`src/rtl/leaf_stream_buffer.sv`:
```
// -----------------------------------------------------------------------------
// leaf_stream_buffer
//
// Multi-channel elastic buffer placed between a leaf_interface user-side bus
// and a user kernel's AXI-stream ports. One instance is used per direction.
// Every channel has its own FIFO of 2**DEPTH_BITS entries, its own flush, and
// shares a common ap_start gate on the output side.
//
// Parameters
//   PAYLOAD_BITS  data width per channel
//   NUM_CH        number of independent channels; channel k uses
//                 bits [k*PAYLOAD_BITS +: PAYLOAD_BITS]
//   DEPTH_BITS    log2 of per-channel depth (minimum 1)
//
// Ports
//   clk         rising-edge clock
//   reset       synchronous, active-high reset
//   ap_start    when low, no channel presents data (m_vld forced low)
//   flush       per-channel synchronous clear of FIFO contents
//   s_data      upstream data,  NUM_CH*PAYLOAD_BITS
//   s_vld       upstream valid, NUM_CH
//   s_ack       ready to upstream, NUM_CH
//   m_data      downstream data (FIFO head), NUM_CH*PAYLOAD_BITS
//   m_vld       downstream valid, NUM_CH
//   m_ack       ready from downstream, NUM_CH
//   occupancy   per-channel entry count, NUM_CH*(DEPTH_BITS+1)
//   stat_words  (only with LEAF_STREAM_STATS_EN defined) per-channel 32-bit
//               pop counter, cleared by reset only
//
// Handshake: on each side a transfer happens in a cycle where valid and
// ready are both high at the rising edge. s_ack depends only on local state
// (reset, flush, count), never on m_ack, so there is no combinational path
// from the downstream ready to the upstream ready. A pushed word is visible
// at the output one cycle later; there is no same-cycle pass-through.
//
// Optional feature macro: LEAF_STREAM_STATS_EN
// -----------------------------------------------------------------------------
module leaf_stream_buffer #(
  parameter int PAYLOAD_BITS = 32,
  parameter int NUM_CH       = 2,
  parameter int DEPTH_BITS   = 2
) (
  input  logic                             clk,
  input  logic                             reset,
  input  logic                             ap_start,
  input  logic [NUM_CH-1:0]                flush,
  input  logic [NUM_CH*PAYLOAD_BITS-1:0]   s_data,
  input  logic [NUM_CH-1:0]                s_vld,
  output logic [NUM_CH-1:0]                s_ack,
  output logic [NUM_CH*PAYLOAD_BITS-1:0]   m_data,
  output logic [NUM_CH-1:0]                m_vld,
  input  logic [NUM_CH-1:0]                m_ack,
`ifdef LEAF_STREAM_STATS_EN
  output logic [NUM_CH*32-1:0]             stat_words,
`endif
  output logic [NUM_CH*(DEPTH_BITS+1)-1:0] occupancy
);

  localparam int DEPTH = 2 ** DEPTH_BITS;
  localparam logic [DEPTH_BITS:0] FULL_CNT = (DEPTH_BITS+1)'(DEPTH);

  for (genvar k = 0; k < NUM_CH; k++) begin : g_ch
    logic [DEPTH_BITS-1:0]   wr_ptr_q, wr_ptr_d;
    logic [DEPTH_BITS-1:0]   rd_ptr_q, rd_ptr_d;
    logic [DEPTH_BITS:0]     count_q, count_d;
    logic [PAYLOAD_BITS-1:0] mem_q [DEPTH];
    logic                    push;
    logic                    pop;

    // Flush and reset pull both handshakes low, so a flushed or reset
    // channel can never see a push or pop in the same cycle.
    assign s_ack[k] = !reset && !flush[k] && (count_q != FULL_CNT);
    assign m_vld[k] = !reset && ap_start && !flush[k] && (count_q != '0);

    assign push = s_vld[k] && s_ack[k];
    assign pop  = m_vld[k] && m_ack[k];

    assign m_data[k*PAYLOAD_BITS +: PAYLOAD_BITS]     = mem_q[rd_ptr_q];
    assign occupancy[k*(DEPTH_BITS+1) +: DEPTH_BITS+1] = count_q;

    always_comb begin
      wr_ptr_d = wr_ptr_q;
      rd_ptr_d = rd_ptr_q;
      count_d  = count_q;
      // Pointers are exactly DEPTH_BITS wide, so wrap-around is free.
      if (push) wr_ptr_d = wr_ptr_q + DEPTH_BITS'(1);
      if (pop)  rd_ptr_d = rd_ptr_q + DEPTH_BITS'(1);
      unique case ({push, pop})
        2'b10:   count_d = count_q + (DEPTH_BITS+1)'(1);
        2'b01:   count_d = count_q - (DEPTH_BITS+1)'(1);
        default: count_d = count_q;
      endcase
      if (flush[k]) begin
        wr_ptr_d = '0;
        rd_ptr_d = '0;
        count_d  = '0;
      end
    end

    always_ff @(posedge clk) begin
      if (reset) begin
        wr_ptr_q <= '0;
        rd_ptr_q <= '0;
        count_q  <= '0;
      end else begin
        wr_ptr_q <= wr_ptr_d;
        rd_ptr_q <= rd_ptr_d;
        count_q  <= count_d;
      end
    end

    // Storage carries no reset: stale contents are unreachable once the
    // pointers and count are cleared.
    always_ff @(posedge clk) begin
      if (push) mem_q[wr_ptr_q] <= s_data[k*PAYLOAD_BITS +: PAYLOAD_BITS];
    end

`ifdef LEAF_STREAM_STATS_EN
    logic [31:0] stat_q, stat_d;

    // Counts completed pops; wraps naturally at 2**32 and survives flush.
    always_comb begin
      stat_d = stat_q;
      if (pop) stat_d = stat_q + 32'd1;
    end

    always_ff @(posedge clk) begin
      if (reset) stat_q <= '0;
      else       stat_q <= stat_d;
    end

    assign stat_words[k*32 +: 32] = stat_q;
`endif
  end

endmodule

```
`config.mk`:
```
export PLATFORM = sky130hd
export DESIGN_NAME = leaf_stream_buffer
export DESIGN_NICKNAME = d
export VERILOG_FILES = /design/src/rtl/leaf_stream_buffer.sv
export SDC_FILE = /design/constraint.sdc
export NUM_CORES = 1
export LEC_CHECK = 0
export BUFFER_PORTS_ARGS = -buffer_cell sky130_fd_sc_hd__clkbuf_2
export CAP_MARGIN = 10
export CORE_MARGIN = 4
export CORE_UTILIZATION = 40
export CTS_CLUSTER_DIAMETER = 40
export DETAILED_ROUTE_END_ITERATION = 10
export GPL_ROUTABILITY_DRIVEN = 0
export SETUP_SLACK_MARGIN = 0.5
export SYNTH_ARGS = -nofsm -noshare
export SYNTH_HDL_FRONTEND = slang
export SYNTH_SLANG_ARGS = --single-unit
```
`constraint.sdc`:
```
create_clock -name clk -period 3.35 [get_ports clk]
set_input_delay 0.335 -clock clk [delete_from_list [all_inputs] [get_ports clk]]
set_output_delay 0.335 -clock clk [all_outputs]
set_load 0.02 [all_outputs]
```
==> results by group <==
Outcome
  – Status: complete, no violations

Floorplan
  – Row count: a little under 60
  – Core area: 0.0252 sq mm
  – I/O pin count: ~150
  – Full die area: 0.0282 sq mm
  – Vert. Die Dim: 168 um
  – Starting Density: 40.6%
  – Die width: 168 um

Pwr
  – Power density over cell area: approximately 640 mW/mm^2
  – Peak VDD IR: 330 uV
  – Final Total Pwr: 8.07 mW
  – Pleak: 4.30 nW

Synth
  – Synth Net Count: 534
  – Synth warn: 0
  – Syn_area_per_cell: 22.8 sq um
  – Post-synth top area share: about three quarters
  – Yosys reg bits: 274
  – Post-synth top area cell: edfxtp_1
  – Top cells by area, synth: edfxtp_1, mux4_2, dfxtp_1, ha_1, inv_1
  – Cell Area, Synth: 0.0102 sq mm
  – Cells after synthesis: roughly 450
  – Synth unique cells: 31
  – Most common cell in the netlist: edfxtp_1
  – Post-synth EDFFs: ~260
  – Leading cell types by count after synthesis: edfxtp_1, mux4_2, dfxtp_1
  – Async SR Flop Fraction: 0%
  – Sequential area share after synthesis: about four fifths
  – Synth Flop Type: edfxtp_1

CTS
  – Hold_buf cts: 0
  – Postcts setup bufs: 0
  – CTS Buf Count: 38
  – CTS resizes: 0
  – H-tree depth: 2
  – Root Driver: clkbuf_16
  – CTS Buffer Depth: 3
  – CTS Sinks: 274
  – CTS clock-pin slew for the worst setup and hold paths: 0.06 ns
  – CTS tree: built
  – Clock insertion delay at the later pin of the skew report: 0.51 ns

Critical path
  – WS Path Type: reg -> out
  – CP required: 3.01 ns
  – Worst Path Arrival: between 2 and 2.5 ns
  – Critical Path End Type: output port
  – R2R Setup Slk: between 0.9 and 1 ns
  – Crit path max fanout: 32
  – Crit start category: flop

STA
  – Worst Max-Slew Pin Slew: 0.906 ns
  – Clock skew: 0.0158 ns
  – Relative slew margins: 39.6%
  – Max Freq: between 300 and 400 MHz
  – Worst setup margin: 0.842 ns
  – RSZ-0062 raised after global routing: no
  – Setup TNS: 0 ns
  – Final Hold Fails: 0
  – Tcrit/Tclk final: around three quarters
  – Max Slew Vio Count: 0
  – # setup viols final: 0
  – Final min period: 2.51 ns

Routing
  – Total wire length: 18.7 mm
  – Vias: 4895
  – DR iter-0 viols: 282
  – Drt drc: 0
  – Drt pass-1 iters: 4
  – WL/cell: 19.0 um
  – Detail Route Antenna Nets: 0
  – Via density: 4.98

Flow run
  – Max-cap viol count: 0

Finish
  – Final #Nets: 710
  – N_diodes: 0
  – P&R area growth vs syn: 23.8%
  – # fillers: 2050
  – Layout cells sized above 1: 45.2%

Min path
  – HP Class: in -> reg

GRT
  – Grt ovf: 0
  – GRT Util Overall: 13.2%
  – Largest net degree at the start of global routing: 33
  – Vias in the first global route: between 5000 and 6000
  – First-pass GRT wire length: 29.4 mm
  – Initial antenna violation count: 0

Place
  – Port Buffer Count: 146
  – Pre-CTS setup slack: 0.819 ns
  – HPWL Detailed: 11.6 mm
==> stage by stage <==
stage	utilization (%)	cell area, sq um	hold WS (ns)	std cells
after floorplan	-	10200	0.427	449
after global placement	45.0	11300	0.454	915
after detailed placement	45.0	11300	0.448	915
after CTS	50.2	12700	0.0217	982
after global routing	50.2	12700	0.0299	982
final	50.2	12700	0.0473	982
==> path summary, 6_finish.rpt <==
path                                         start                              end  depth (start not counted)
hold / removal                          s_data[28]   g_ch[0].mem_q[0][28]$_DFFE_PP_                          1
setup reg to reg   g_ch[1].count_q[2]$_SDFFE_PP0P_  g_ch[1].count_q[2]$_SDFFE_PP0P_                          9
hold reg to reg   g_ch[1].rd_ptr_q[1]$_SDFFE_PP0P_                             flop                          1
setup / recovery                              flop                       m_data[61]                          3
==> cells by family (layout without fill, tap and decap cells) <==
family,after synthesis,count (layout),synth area share [%]
adders and majority gates,12,12,1.62
buffers and inverters,30,233,1.33
xor gates and xnor gates,4,4,0.343
muxes,68,68,14.5
and+or+nand+nor,46,46,2.66
DFF,274,274,78.7
AOI/OAI and AO/OA,15,15,0.832
==> final cells by class <==
class / count / area [sq um] / share of cell area, %
Sequential cell: 274 / 8050 / 63.6
Multi-Input combinational cell: 145 / 2040 / 16.1
Clock buffer: 39 / 976 / 7.71
Timing Repair Buffer: 153 / 783 / 6.19
Tap cell: 330 / 413 / 3.26
Clock inverter: 28 / 338 / 2.67
Inverter: 13 / 48.8 / 0.386
==> routing by layer <==
| layer | routed length, um | GRT usage, % | vias up |
|---|---|---|---|
| li1 | - | - | 2214 |
| met1 | 7810 | 17.0 | 2520 |
| met2 | 9360 | 21.9 | 129 |
| met3 | 1140 | 3.73 | 32 |
| met4 | 385 | 4.34 | 0 |
| met5 | 0 | 0 | - |
==> worst max-delay path, cell delays in order, from the launching register on <==
cell and delay (ns):
dfxtp_2 0.31, buf_4 0.53, mux4_2 0.63, clkbuf_2 0.18
==> cells in the final DEF, fill, tap and decap left out, types with 5 or more instances in the layout <==
cell,Yosys,final
inv_1,13,13
bufinv_16,0,6
ha_1,10,10
and2_2,5,5
edfxtp_1,256,256
clkinv_2,0,6
a21oi_1,9,9
mux4_2,64,64
buf_4,2,7
nor2_1,10,10
clkbuf_16,0,39
clkbuf_2,1,146
dfxtp_1,18,15
==> registers in the layout, summed over array words and instances, names as in the netlist, named ones only <==
register       count
g_ch.count_q       6
g_ch.mem_q       256
g_ch.rd_ptr_q      4
g_ch.wr_ptr_q      4
==> power by group <==
part	internal (mW)	switching, mW
logic	0.0755	0.122
clock network	2.62	1.47
registers	3.78	0.00833
(Power assumes the default switching activity.)
